**src/rtl/day1_cmd_packer.sv**
```systemverilog
// ASCII command-line parser feeding the day-1 dial solver: "L68\n" -> {op, 24-bit value}.
// Optional build macro DAY1_PACK_MOD100_EN: values accumulate modulo 100 instead of saturating.
module day1_cmd_packer #(
    parameter bit ACCEPT_COMMA = 1'b1,
    parameter int ERR_CNT_W    = 16
) (
    input  logic                 clk,
    input  logic                 rst,
    input  logic                 in_valid,
    input  logic [7:0]           in_byte,
    input  logic                 in_last,
    output logic                 in_ready,
    output logic                 data_valid,
    output logic [31:0]          data,
    input  logic                 data_ready,
    output logic [31:0]          cmd_count,
    output logic [ERR_CNT_W-1:0] err_count,
    output logic                 done,
    output logic [1:0]           state
);
    typedef enum logic [1:0] {IDLE = 2'd0, DIGITS = 2'd1, SKIP = 2'd2} state_t;

    state_t      cur, nxt;
    logic [23:0] acc, nxt_acc, acc_step;
    logic [7:0]  op, nxt_op;
    logic        has_digit, nxt_has;
    logic        last_seen;
    logic        load, err;
    logic        accept, drain;
    logic        is_lf, is_cr, is_space, is_comma, is_op, is_digit, is_term;
    logic [3:0]  digit;

    // Handshake: a byte moves on in_valid && in_ready, a word on data_valid && data_ready.
    assign drain    = data_valid && data_ready;
    assign in_ready = !done && !last_seen && !(data_valid && !data_ready);
    assign accept   = in_valid && in_ready;
    assign state    = cur;

    assign is_lf    = (in_byte == 8'h0A);
    assign is_cr    = (in_byte == 8'h0D);
    assign is_space = (in_byte == 8'h20);
    assign is_comma = (in_byte == 8'h2C);
    assign is_op    = (in_byte == 8'h4C) || (in_byte == 8'h52);
    assign is_digit = (in_byte >= 8'h30) && (in_byte <= 8'h39);
    assign is_term  = is_lf || is_cr || (ACCEPT_COMMA && is_comma);
    assign digit    = in_byte[3:0];

`ifdef DAY1_PACK_MOD100_EN
    logic [10:0] mod_sum;
    always_comb begin
        mod_sum  = 11'(acc[6:0]) * 11'd10 + 11'(digit);
        acc_step = 24'(mod_sum % 11'd100);
    end
`else
    logic [28:0] wide_sum;
    always_comb begin
        wide_sum = 29'(acc) * 29'd10 + 29'(digit);
        acc_step = (wide_sum > 29'h0FF_FFFF) ? 24'hFF_FFFF : wide_sum[23:0];
    end
`endif

    always_comb begin
        nxt     = cur;
        nxt_acc = acc;
        nxt_op  = op;
        nxt_has = has_digit;
        load    = 1'b0;
        err     = 1'b0;
        if (accept) begin
            case (cur)
                IDLE: begin
                    if (is_op) begin
                        nxt_op  = in_byte;
                        nxt_acc = '0;
                        nxt_has = 1'b0;
                        nxt     = DIGITS;
                    end else if (!(is_lf || is_cr || is_space || is_comma)) begin
                        err = 1'b1;
                        nxt = SKIP;
                    end
                end
                DIGITS: begin
                    if (is_digit) begin
                        nxt_acc = acc_step;
                        nxt_has = 1'b1;
                    end else if (is_term) begin
                        load = has_digit;
                        err  = !has_digit;
                        nxt  = IDLE;
                    end else begin
                        err = 1'b1;
                        nxt = SKIP;
                    end
                end
                SKIP: begin
                    if (is_lf) nxt = IDLE;
                end
                default: nxt = IDLE;
            endcase
            // The final byte leaves a half-built command: treat it as terminated.
            if (in_last && nxt == DIGITS) begin
                load = nxt_has;
                err  = !nxt_has;
                nxt  = IDLE;
            end
        end
    end

    always_ff @(posedge clk or posedge rst) begin
        if (rst) begin
            cur        <= IDLE;
            acc        <= '0;
            op         <= '0;
            has_digit  <= 1'b0;
            data       <= '0;
            data_valid <= 1'b0;
            cmd_count  <= '0;
            err_count  <= '0;
            last_seen  <= 1'b0;
            done       <= 1'b0;
        end else begin
            cur       <= nxt;
            acc       <= nxt_acc;
            op        <= nxt_op;
            has_digit <= nxt_has;
            if (load) begin
                data       <= {nxt_op, nxt_acc};
                data_valid <= 1'b1;
            end else if (drain) begin
                data_valid <= 1'b0;
            end
            if (drain) cmd_count <= cmd_count + 32'd1;
            if (err && err_count != '1) err_count <= err_count + ERR_CNT_W'(1);
            if (accept && in_last) last_seen <= 1'b1;
            if (last_seen && (!data_valid || drain)) done <= 1'b1;
        end
    end
endmodule
```
**config.mk**
```make
export PLATFORM = sky130hd
export DESIGN_NAME = day1_cmd_packer
export DESIGN_NICKNAME = d
export VERILOG_FILES = /design/src/rtl/day1_cmd_packer.sv
export SDC_FILE = /design/constraint.sdc
export NUM_CORES = 1
export LEC_CHECK = 0
export ABC_AREA = 1
export BUFFER_PORTS_ARGS = -buffer_cell sky130_fd_sc_hd__buf_2
export CAP_MARGIN = 25
export CORE_UTILIZATION = 40
export DETAILED_ROUTE_END_ITERATION = 10
export PLACE_DENSITY = 0.62
export SLEW_MARGIN = 20
export SYNTH_ARGS = -nofsm -noshare
export SYNTH_HDL_FRONTEND = slang
export SYNTH_SLANG_ARGS = --single-unit
```
**constraint.sdc**
```tcl
create_clock -name clk -period 4.5 [get_ports clk]
set_clock_uncertainty 0.05 [all_clocks]
set_input_delay 0.225 -clock clk [delete_from_list [all_inputs] [get_ports clk]]
set_output_delay 0.225 -clock clk [all_outputs]
set_load 0.02 [all_outputs]
```
# Yosys cells after proc, flatten, opt, wreduce, memory -nomap -nowiden
# Index checks and enable logic that the tools add are counted.
[word_totals]
regBits = 118
out_inout_bits = 85
[classes]
n_mux = 34
n_mul = 1
n_reduce_logical = 25
magnitude_cmp = 3
add_sub_neg = 3
n_eq_ne = 10
[ops]
columns = ["cell", "count"]
rows = [
  ["$mux W24", 4],
  ["$pmux W24 S2", 1],
  ["$add A32 B1 Y32 const B", 1],
  ["$add A28 B4 Y29", 1],
  ["$gt A29 B24 Y1 const B", 1],
  ["$mul A24 B3 Y27 const B", 1],
  ["$mux W8", 3],
  ["$add A16 B1 Y16 const B", 1],
  ["$eq A8 B4 Y1 const B", 2],
  ["$eq A8 B6 Y1 const B", 2],
  ["$eq A8 B7 Y1 const B", 2],
  ["$mux W1", 16],
  ["$ne A16 B16 Y1 const B", 1],
  ["$mux W2", 7],
  ["$logic_and A1 B1 Y1", 10],
  ["$ge A8 B6 Y1 const B", 1],
  ["$le A8 B6 Y1 const B", 1],
  ["$logic_not A1 Y1", 7],
  ["$logic_or A1 B1 Y1", 6],
  ["$pmux W2 S3", 1],
  ["$eq A2 B1 Y1 const B", 2],
  ["$pmux W1 S2", 2],
  ["$eq A2 B2 Y1 const B", 1],
  ["$logic_not A2 Y1", 1],
  ["$reduce_bool A2 Y1", 1],
]

# Depth between registers and ports, before layout
# Gate-level depths: netlist of the first run.
[logic_depth]
ltp_word = 13
mapped_depth = 29
ltp_nobuf = 28

# Least setup slack after synthesis of the first run
# OpenSTA, ideal clock, no wires.
[synth_path]
kind = "reg-to-reg"
from = "register acc[1]"
to = "register acc[10]"
setup_time_ps = 119
stages_incl_launch_ff = 22
required_ps = 4331
t_arrival_ps = 3238
period_less_slack_ps = 3407
setup_slack_ps = 1093
path_cell_list = "dfrtp_1 > ha_1 > ha_1 > inv_1 > fa_1 > nor2_1 > a21boi_1 > nand2_1 > nor2_2 > nand3_2 > inv_2 > nand2_2 > nor2_4 > nand3_1 > nand2_1 > nand3_1 > nor2_2 > buf_4 > nand2_4 > o21ai_1 > nand3_1 > and2_1"
[synth_between]
elab_chain_len = 7
[synth_rtl]
columns = ["item", "line_no", "text"]
rows = [
  ["start, declared", "24", "logic [23:0] acc, nxt_acc, acc_step;"],
  ["start signal, assigned", "123", "acc <= nxt_acc;"],
  ["$mul A24 B3 Y27 *", "57", "wide_sum = 29'(acc) * 29'd10 + 29'(digit);"],
  ["$add A28 B4 Y29 *", "57", ""],
  ["$gt A29 B24 Y1", "58", "acc_step = (wide_sum > 29'h0FF_FFFF) ? 24'hFF_FFFF : wide_sum[23:0];"],
  ["$mux W24 *", "58", ""],
  ["$mux W24 *", "83", "if (is_digit) begin"],
  ["$pmux W24 S2 *", "70", "case (cur)"],
  ["$mux W24 *", "69", "if (accept) begin"],
  ["named net nxt_acc[10]", "24", ""],
]
# The timed path passes the listed nets; every way through them passes the cells marked *.
# A chain may end at the register's enable or synchronous reset.

# Final worst setup path of the first run
[layout_path]
from = "register acc[1]"
to = "register data[6]"
[layout_between]
elab_chain_len = 7
[layout_rtl]
columns = ["item", "line_no", "text"]
rows = [
  ["$mul A24 B3 Y27 *", "57", ""],
  ["$add A28 B4 Y29 *", "57", ""],
  ["$gt A29 B24 Y1", "58", ""],
  ["$mux W24 *", "58", ""],
  ["$mux W24 *", "83", ""],
  ["$pmux W24 S2 *", "70", ""],
  ["$mux W24 *", "69", ""],
  ["named net nxt_acc[6]", "24", ""],
  ["end signal, assigned", "127", "data <= {nxt_op, nxt_acc};"],
  ["end, declared", "14", "output logic [31:0] data,"],
]
# Marked as above.

==> impl_metrics.toml, run 1 <==
[sta]
tns_ns = 0
max_freq_mhz = 254
rsz0062_at_grt = "false"
finalCriticalPeriod_ns = 3.93
min_period_over_period_pct = 87.4
slew_headroom_pct = 43.1
holdWs_ns = 0.0481
drv_slew = 0
hold_viol_final = 0
tightest_slew_ns = 0.848
setup_viol = 0

[logic_synthesis]
yosysUniqueCellTypes = 41
mappedNetlistNets = 1308
async_reset_ff_share_pct = 100
synthCells = 1244
synthFlopType = "dfrtp_1"
synth.largest_area_cell = "dfrtp_1"
synth_top_area_share_pct = 35.0
yosys-top-cells-area = "dfrtp_1, nand2_1, ha_1, inv_1, nand3_1"
ys_seq_elements = 118
netlist_area_um2 = 8430
synth_seq_area_share_pct = 35.0
postSynthAreaPerCell_um2 = 6.78
synth_edf_count = 0
ys_warn_count = 0

[power]
power_density_nw_per_um2 = 310
vdd_ir_drop_max_mv = 0.264
p_leak_nw = 5.52
p_comb_share_pct = 19.7
swShare_pct = 32.4
power.internal_mw = 2.05
power_frac_seq_pct = 37.1
pwr-share-clk_pct = 43.1
total_power_mw = 3.04
p_switching_mw = 0.985

[placed_design]
place_area_um2 = 9230
portBuffers = 97
globalplace.congestion = 0.905
dp_hpwl_um = 17000

[clock_tree]
ctsHoldBuffers = 1
clockRootBuffer = "clkbuf_16"
cts-htree-levels = 4
postCtsSetupBuffers = 0
cts_resized = 0
cts_tree = "yes"
cts_buffers = 17
clk_pin_slew_ns = 0.06
clock_path_buffers = 2
numClockSinks = 118
clock_latency_ns = 0.42

[setup_path]
cp_cell_sequence = "ha_1, ha_1, inv_1, fa_1, nor2_1, a21boi_1, nand2_1, nor2_2, nand3_2, inv_2, nand2_2, nor2_4, nand3_1, nand2_1, nand3_1, nor2_2, buf_4, nand3_1, nand2_1, nand2_1, nand2_1, nand2_1, nand2_1, nand2_1"
worst_ep_required_time_ns = 4.75
rrSetupSlack_ns = 0.57
endpoint_kind = "flop"
timing.critical_path.to = "data[6]"
ff2ff_path_depth = 24
crit_start = "acc[1]"
critPathArrivalTime_ns = 4.19
start_kind = "flop"
path_class = "reg -> reg"
r2r_end = "data[6]"
slowest_delay_ns = 0.45
critPathSlowestCell = "dfrtp_1"
cp_max_fo = 12
r2r_start = "acc[1]"
crit_path_frequent_cell = "nand2_1"

[die]
core-area_um2 = 20400
die_w_um = 147
start_util_pct = 41.3
io_pins = 98
rows = 52
die_h_um = 147
die_area_um2 = 21700

[drt]
drc = 0
dr_total_vias = 8087
vias_per_cell = 4.96
ant_nets = 0
wl_um = 22500
post_drt_wl_per_cell_um = 13.8
dr.pass1.iters = 4
dr.first_iter.drc_count = 445

[finish]
synthToLayoutAreaGrowth_pct = 16.3
drive_gt1_share_pct = 13.7
n_fill_cell = 2104
diodes = 0
final_cell_mix = "nand2_1, inv_1, nor2_1"
fin_area_um2 = 9810
final_common_cell = "nand2_1"
nNetsFinal = 1412

[worst_hold_path]
hold_class = "in -> reg"
min_from = "data_ready"

[flow_run]
cap_violations = 0

[global_route]
grt_overflow = 0
track_usage_pct = 21.7
grt_pass1_wl_um = 38000
grt_max_degree = 63
first_global_vias = 7711
antenna_found_initial = 0

[run_status]
outcome = "finished, final reports clean"
==> state kept, by name (all words and copies together) (netlist names) <==
register / cells
err_count: 16
done: 1
last_seen: 1
data_valid: 1
acc: 24
cmd_count: 32
state: 2
op: 8
data: 32
has_digit: 1
==> area by class of cell <==
type	instances	area [um2]	share of cell area, %
Multi-Input combinational cell	952	4810	49.1
Sequential cell	118	2950	30.1
Inverter	152	573	5.84
Timing Repair Buffer	107	563	5.74
Clock buffer	19	443	4.52
Tap cell	270	338	3.44
Clock inverter	13	123	1.25
==> per-layer routing <==
metal	global-route usage (%)	vias to the layer above	wire length, um
met5	0	-	0
met4	5.00	0	163
met3	4.04	11	949
met2	34.3	148	10200
met1	30.7	3775	11200
li1	-	4153	-
==> per-stage QoR <==
step / utilization [%] / worst slack [ns] / instances
2_1_floorplan: - / 1.09 / 1244
3_3_place_gp: 45.2 / 0.679 / 1598
3_5_place_dp: 45.2 / 0.603 / 1598
4_1_cts: 48.0 / 0.586 / 1631
5_1_grt: 48.0 / 0.143 / 1631
6_report: 48.0 / 0.567 / 1631
==> worst max-delay path: cells and delay by family (launching register included) <==
| family | cells | cell delay (ns) |
|---|---|---|
| AOI/OAI and AO/OA | 1 | 0.30 |
| adders and majority gates | 3 | 0.98 |
| buffers and inverters | 3 | 0.37 |
| DFF | 1 | 0.45 |
| and+or+nand+nor | 17 | 1.64 |
==> cell usage after synthesis, types with 21 or more instances <==
library cell,number
nand2_1,464
inv_1,139
nor2_1,119
dfrtp_1,118
nand3_1,94
ha_1,49
a21oi_1,40
xor2_1,30
nor3_1,24
nand4_1,21
==> how the worst min path moves through the flow <==
stage               slack, ns         end  depth (start not counted)
floorplan                0.31       op[4]                          2
global placement         0.37       op[6]                          2
detailed placement       0.38       op[6]                          2
CTS                      0.04  data_valid                          4
global route             0.05  data_valid                          4
finish                   0.05  data_valid                          4
==> kinds of logic after synthesis <==
family / after synthesis / synth area share (%)
compound gates: 79 / 5.15
xor+xnor: 48 / 5.07
fa+ha+maj: 51 / 7.74
buf+inv: 174 / 7.91
flops: 118 / 35.0
mux: 1 / 0.134
simple gates: 773 / 39.0
==> power by group through the flow <==
stage | sequential (mW) | clock, mW | combinational, mW
after global placement | 1.14 | 0 | 0.590
after floorplan | 1.14 | 0 | 0.439
after detailed placement | 1.14 | 0 | 0.591
after global routing | 1.13 | 1.38 | 0.683
after CTS | 1.13 | 1.34 | 0.596
final | 1.13 | 1.31 | 0.600
Power figures use the tool's default switching activity.
==> run 2: changes to the inputs <==
--- a/config.mk
+++ b/config.mk
@@ -5,12 +5,11 @@
 export SDC_FILE = /design/constraint.sdc
 export NUM_CORES = 1
 export LEC_CHECK = 0
-export ABC_AREA = 1
 export BUFFER_PORTS_ARGS = -buffer_cell sky130_fd_sc_hd__buf_2
 export CAP_MARGIN = 25
-export CORE_UTILIZATION = 40
+export CORE_UTILIZATION = 45
 export DETAILED_ROUTE_END_ITERATION = 10
-export PLACE_DENSITY = 0.62
+export PLACE_DENSITY = 0.69
 export SLEW_MARGIN = 20
 export SYNTH_ARGS = -nofsm -noshare
 export SYNTH_HDL_FRONTEND = slang
==> impl_metrics.toml, run 2 <==
[run_status]
outcome = "finished, final reports clean"

[die]
die_h_um = 130
start_util_pct = 46.2
rows = 46
io_pins = 98
die_w_um = 130
core-area_um2 = 15900
die_area_um2 = 16800

[drt]
dr_total_vias = 6305
dr.pass1.iters = 4
ant_nets = 0
post_drt_wl_per_cell_um = 16.1
vias_per_cell = 5.53
dr.first_iter.drc_count = 415
drc = 0
wl_um = 18400

[flow_run]
cap_violations = 0

[power]
p_switching_mw = 0.637
swShare_pct = 25.1
vdd_ir_drop_max_mv = 0.238
pwr-share-clk_pct = 52.4
p_comb_share_pct = 4.9
power_density_nw_per_um2 = 280
power.internal_mw = 1.90
power_frac_seq_pct = 42.7
p_leak_nw = 4.48

[setup_path]
critPathSlowestCell = "or4_4"
endpoint_kind = "flop"
worst_ep_required_time_ns = 4.72
start_kind = "flop"
cp_max_fo = 5
slowest_delay_ns = 0.59
cp_cell_sequence = "ha_1, ha_2, inv_2, fa_2, nand2b_4, a21oi_4, xor2_2, nand3_2, or4_4, nor3_4, nand4_1, o31ai_4, o2111ai_4, buf_4, or3b_4, a21oi_2, o21ai_0"
path_class = "reg -> reg"
critPathArrivalTime_ns = 4.72

[finish]
reg_top3 = "cmd_count x32, data x32, acc x24"
diodes = 0
fin_area_um2 = 9070
synthToLayoutAreaGrowth_pct = 23.6
final_common_cell = "dfrtp_1"
final_cell_mix = "dfrtp_1, buf_2, nand2_1"
drive_gt1_share_pct = 25.8
n_fill_cell = 1391
nNetsFinal = 975

[sta]
holdWs_ns = 0.104
drv_slew = 0
min_period_over_period_pct = 100
slew_headroom_pct = 56.3
max_freq_mhz = 222
hold_viol_final = 0
finalCriticalPeriod_ns = 4.50
setup_viol = 0
rsz0062_at_grt = "true"
tightest_slew_ns = 0.656

[clock_tree]
cts_tree = "yes"
clk_pin_slew_ns = 0.06
clock_latency_ns = 0.42
cts-htree-levels = 4
clockRootBuffer = "clkbuf_16"
cts_buffers = 17
numClockSinks = 118
clock_path_buffers = 2

[logic_synthesis]
async_reset_ff_share_pct = 100
yosys-top-cells-area = "dfrtp_1, ha_1, xnor2_1, nand2_1, nor2_1"
synthCells = 778
ys_warn_count = 0
synth.largest_area_cell = "dfrtp_1"
synthTopCellsByCount = "dfrtp_1, nand2_1, nor2_1"
postSynthAreaPerCell_um2 = 9.43
mappedNetlistNets = 842
ys_seq_elements = 118
netlist_area_um2 = 7340
synth_top_area_share_pct = 40.2
yosysUniqueCellTypes = 70
synthFlopType = "dfrtp_1"
synth_seq_area_share_pct = 40.2
synth.most_common_cell = "dfrtp_1"
synth_edf_count = 0

[global_route]
grt_max_degree = 53
grt_overflow = 0
use_met3_pct = 4.92
first_global_vias = 5729
antenna_found_initial = 1
track_usage_pct = 22.1
grt_util_met1_pct = 31.2
grt_pass1_wl_um = 29000
top_usage_layer = "met2"
grt_use_met2_pct = 33.5

[placed_design]
globalplace.congestion = 0.872
place_area_um2 = 8250
dp_hpwl_um = 13300
portBuffers = 97

[worst_hold_path]
hold_class = "in -> reg"
[run 2: cell types whose count changed in the layout (fill, tap and decap cells not counted), moves of 16 or more]
cell     before  now
a21oi_1      40   23
nor2_1      119   79
xnor2_1      17   54
buf_4         9   36
nand2_1     464   96
o31ai_1       0   16
inv_1       138    7
nand3_1      94   17
[run 2: what timing repair did]
| item | in CTS | in global routing |
|---|---|---|
| gates resized for setup | 1 | 36 |
| buffers inserted | 0 | 6 |
| pin swaps | 0 | 15 |
| endpoints found under the hold margin | 33 | 0 |
| hold buffers | 2 | 0 |
| endpoints found under the setup margin | 1 | 44 |
[run 2: power groups by stage]
stage          registers, mW  logic, mW  clock network, mW
6_report                1.08      0.123               1.33
4_1_cts                 1.08      0.121               1.35
2_1_floorplan           1.10     0.0741                  0
3_3_place_gp            1.10      0.117                  0
5_1_grt                 1.09      0.139               1.41
3_5_place_dp            1.10      0.119                  0
[run 2: worst max-delay path: cells and delay by family, from the launching register on]
kind | cells | cell delay [ns]
AO/OA/AOI/OAI | 5 | 0.90
XOR/XNOR | 1 | 0.21
adder cells (fa/ha/maj) | 3 | 0.81
buffers and inverters | 2 | 0.22
flip-flops | 1 | 0.39
AND/OR/NAND/NOR | 6 | 1.77
[run 2: layer usage]
layer | share of wire, % | wire [um] | vias to the layer above
li1 | - | - | 3070
met1 | 48 | 8750 | 3012
met2 | 44 | 8170 | 183
met3 | 5.0 | 915 | 38
met4 | 3.0 | 551 | 2
met5 | 0.054 | 10 | -
[run 2: stage by stage]
stage	util (%)	total power [mW]	setup slack (ns)	TNS, ns	instances
after floorplan	-	1.18	0.129	0	778
after detailed placement	52.0	1.22	0.0244	0	1100
after global routing	57.1	2.63	-0.198	-2.80	1140
final	57.1	2.54	0.00178	0	1140
after global placement	51.9	1.22	0.127	0	1098
after CTS	55.8	2.56	0.0113	0	1134
[run 2: worst paths after layout]
path | from | end | slack (ns) | cells after the start
setup / recovery | acc[1] | data[23] | 0.002 | 17
hold / removal | data_ready | cmd_count[0] | 0.10 | 3
setup reg to reg | acc[1] | data[23] | 0.002 | 17
hold reg to reg | cmd_count[31] | cmd_count[31] | 0.41 | 1
max in group asynchronous | rst | acc[9] | 3.07 | 4
min in group asynchronous | rst | cmd_count[18] | 0.31 | 3
[run 2: area by class of cell]
class / count / area, um2 / area share, %
inverter: 9 / 36.3 / 0.400
timing repair buffer: 138 / 803 / 8.86
sequential: 118 / 2950 / 32.6
tap: 216 / 270 / 2.98
multi-input combinational: 627 / 4430 / 48.8
clock inverter: 14 / 139 / 1.53
clock buffer: 18 / 439 / 4.84
[run 2: cells by family (layout without fill, tap and decap cells)]
logic type,after synthesis,after routing,synth area share (%)
xor+xnor,82,82,9.89
flops,118,118,40.2
compound gates,175,175,16.9
simple gates,305,305,20.1
buf+inv,33,179,1.81
fa+ha+maj,51,51,8.90
mux,14,14,2.13
==> run 3: changes to the inputs <==
--- a/config.mk
+++ b/config.mk
@@ -7,9 +7,12 @@
 export LEC_CHECK = 0
 export BUFFER_PORTS_ARGS = -buffer_cell sky130_fd_sc_hd__buf_2
 export CAP_MARGIN = 25
+export CORE_MARGIN = 2
 export CORE_UTILIZATION = 45
+export CTS_BUF_LIST = sky130_fd_sc_hd__clkbuf_4
 export DETAILED_ROUTE_END_ITERATION = 10
 export PLACE_DENSITY = 0.69
+export RECOVER_POWER = 25
 export SLEW_MARGIN = 20
 export SYNTH_ARGS = -nofsm -noshare
 export SYNTH_HDL_FRONTEND = slang
==> impl_metrics.toml, run 3 (synthesized netlist as in run 2, its figures left out) <==
[finish]
fin_util_pct = 56.0
final_cells = 1151
synthToLayoutAreaGrowth_pct = 21.3
final_common_cell = "dfrtp_1"
final_cell_mix = "dfrtp_1, nand2_1, buf_2"
reg_top3 = "cmd_count x32, data x32, acc x24"
drive_gt1_share_pct = 25.4
nNetsFinal = 985
n_fill_cell = 1462

[setup_path]
cp_cell_sequence = "ha_1, ha_2, inv_2, fa_2, nand2b_4, a21oi_4, xor2_2, nand3_2, or4_4, nor3_4, nand4_1, a2111oi_4, o2111ai_4, or3_1, a21bo_1, mux2_2"
critPathArrivalTime_ns = 5.04
cp_max_fo = 6
crit_start = "acc[3]"
r2r_end = "data[21]"
slowest_delay_ns = 0.56
timing.critical_path.to = "data[21]"
critPathSlowestCell = "or4_4"
ff2ff_path_depth = 16
start_kind = "flop"
r2r_start = "acc[3]"
endpoint_kind = "flop"
path_class = "reg -> reg"
worst_ep_required_time_ns = 4.88
rrSetupSlack_ns = -0.16

[drt]
wl_um = 18100
vias_per_cell = 5.47
ant_nets = 0
dr.first_iter.drc_count = 347
post_drt_wl_per_cell_um = 15.8
drc = 0
dr.pass1.iters = 5
dr_total_vias = 6297

[power]
power_density_nw_per_um2 = 230
pwr-share-clk_pct = 40.8
swShare_pct = 26.6
vdd_ir_drop_max_mv = 0.133
power.internal_mw = 1.50
power_frac_seq_pct = 53.0
p_comb_share_pct = 6.2
p_switching_mw = 0.544
p_leak_nw = 4.37

[die]
rows = 46
die_w_um = 132
die_h_um = 132
core-area_um2 = 15900
io_pins = 98
die_area_um2 = 17300
start_util_pct = 46.2

[global_route]
track_usage_pct = 21.0
grt_pass1_wl_um = 29600
grt_overflow = 0
antenna_found_initial = 1
grt_max_degree = 65
first_global_vias = 5920

[placed_design]
portBuffers = 97
numPlacedInstances = 1102
globalplace.congestion = 0.864
dp_hpwl_um = 13400

[sta]
finalCriticalPeriod_ns = 4.66
setup_viol = 20
tightest_slew_ns = 2.01
min_period_over_period_pct = 104
tns_ns = -1.20
drv_slew = 102
fin_ws_ns = -0.160
max_freq_mhz = 215
holdWs_ns = 0.0898
hold_viol_final = 0
slew_headroom_pct = -33.9
rsz0062_at_grt = "true"

[run_status]
violations = "capacitance limit, slew limit, setup timing"
outcome = "finished, violations left"

[clock_tree]
cts_tree = "yes"
cts_buffers = 17
clock_path_buffers = 2
clock_latency_ns = 0.55
numClockSinks = 118
cts-htree-levels = 4
clockRootBuffer = "clkbuf_4"
clk_pin_slew_ns = 0.11

[worst_hold_path]
hold_class = "in -> reg"
min_path_cells = 4

[flow_run]
cap_violations = 2
==> run 3: cell types whose count changed in the layout (fill, tap and decap cells not counted), sizes merged <==
cell,delta
inv,-5
clkinv,+2
clkbuf,+7
bufinv,+2
diode,+1
buf,-2
dlygate4sd3,+4
clkinvlp,+2
==> run 3: worst min path at each step <==
stage / slack, ns / endpoint / startpoint
global placement: 0.12 / cmd_count[17] / rst
floorplan: 0.29 / last_seen / in_last
global route: 0.12 / state[1] / in_valid
finish: 0.09 / state[1] / in_valid
detailed placement: 0.13 / cmd_count[18] / rst
CTS: 0.04 / cmd_count[20] / rst
==> run 3: metal layers <==
layer  vias up  wire length [um]  global-route usage [%]
met1      3029              8930                    30.0
met2       134              8270                    32.5
met5         -                 0                       0
met4         0               220                    5.43
met3        29               734                    4.48
li1       3105                 -                       -
==> run 3: area by class of cell <==
type	count	area (um2)	area share (%)
Sequential cell	118	2950	33.2
Clock buffer	17	128	1.43
Multi-Input combinational cell	627	4460	50.0
Timing Repair Buffer	148	881	9.89
Tap cell	216	270	3.04
Antenna cell	1	2.50	0.0281
Inverter	9	35.0	0.394
Clock inverter	15	178	2.00
==> run 3: critical path: cells and delay by family (launching register included) <==
family                     cells  cell delay [ns]
AOI/OAI and AO/OA              4             1.07
xor gates and xnor gates       1             0.19
adders and majority gates      3             0.82
buffers and inverters          1             0.04
DFF                            1             0.42
muxes                          1             0.26
and+or+nand+nor                6             1.70
==> run 3: timing repair <==
item | CTS | global route
pin swaps | 0 | 12
resized for setup | 1 | 50
hold endpoints to repair | 65 | 0
hold buffers | 6 | 0
endpoints found under the setup margin | 2 | 42
gates cloned | 0 | 1
setup buffers | 0 | 9
==> run 3: per-stage QoR <==
stage,area [um2],power [mW],setup slack (ns)
after global routing,8900,2.13,-0.341
after floorplan,7340,1.18,0.129
after detailed placement,8270,1.22,-0.0147
after CTS,8640,2.06,-0.00244
final,8900,2.05,-0.160
after global placement,8260,1.22,0.0943
==> run 3: power groups by stage <==
stage	Sequential [mW]	Combinational [mW]	Clock, mW
4_1_cts	1.08	0.123	0.857
2_1_floorplan	1.10	0.0741	0
5_1_grt	1.09	0.143	0.904
6_report	1.08	0.128	0.835
3_5_place_dp	1.10	0.119	0
3_3_place_gp	1.10	0.117	0
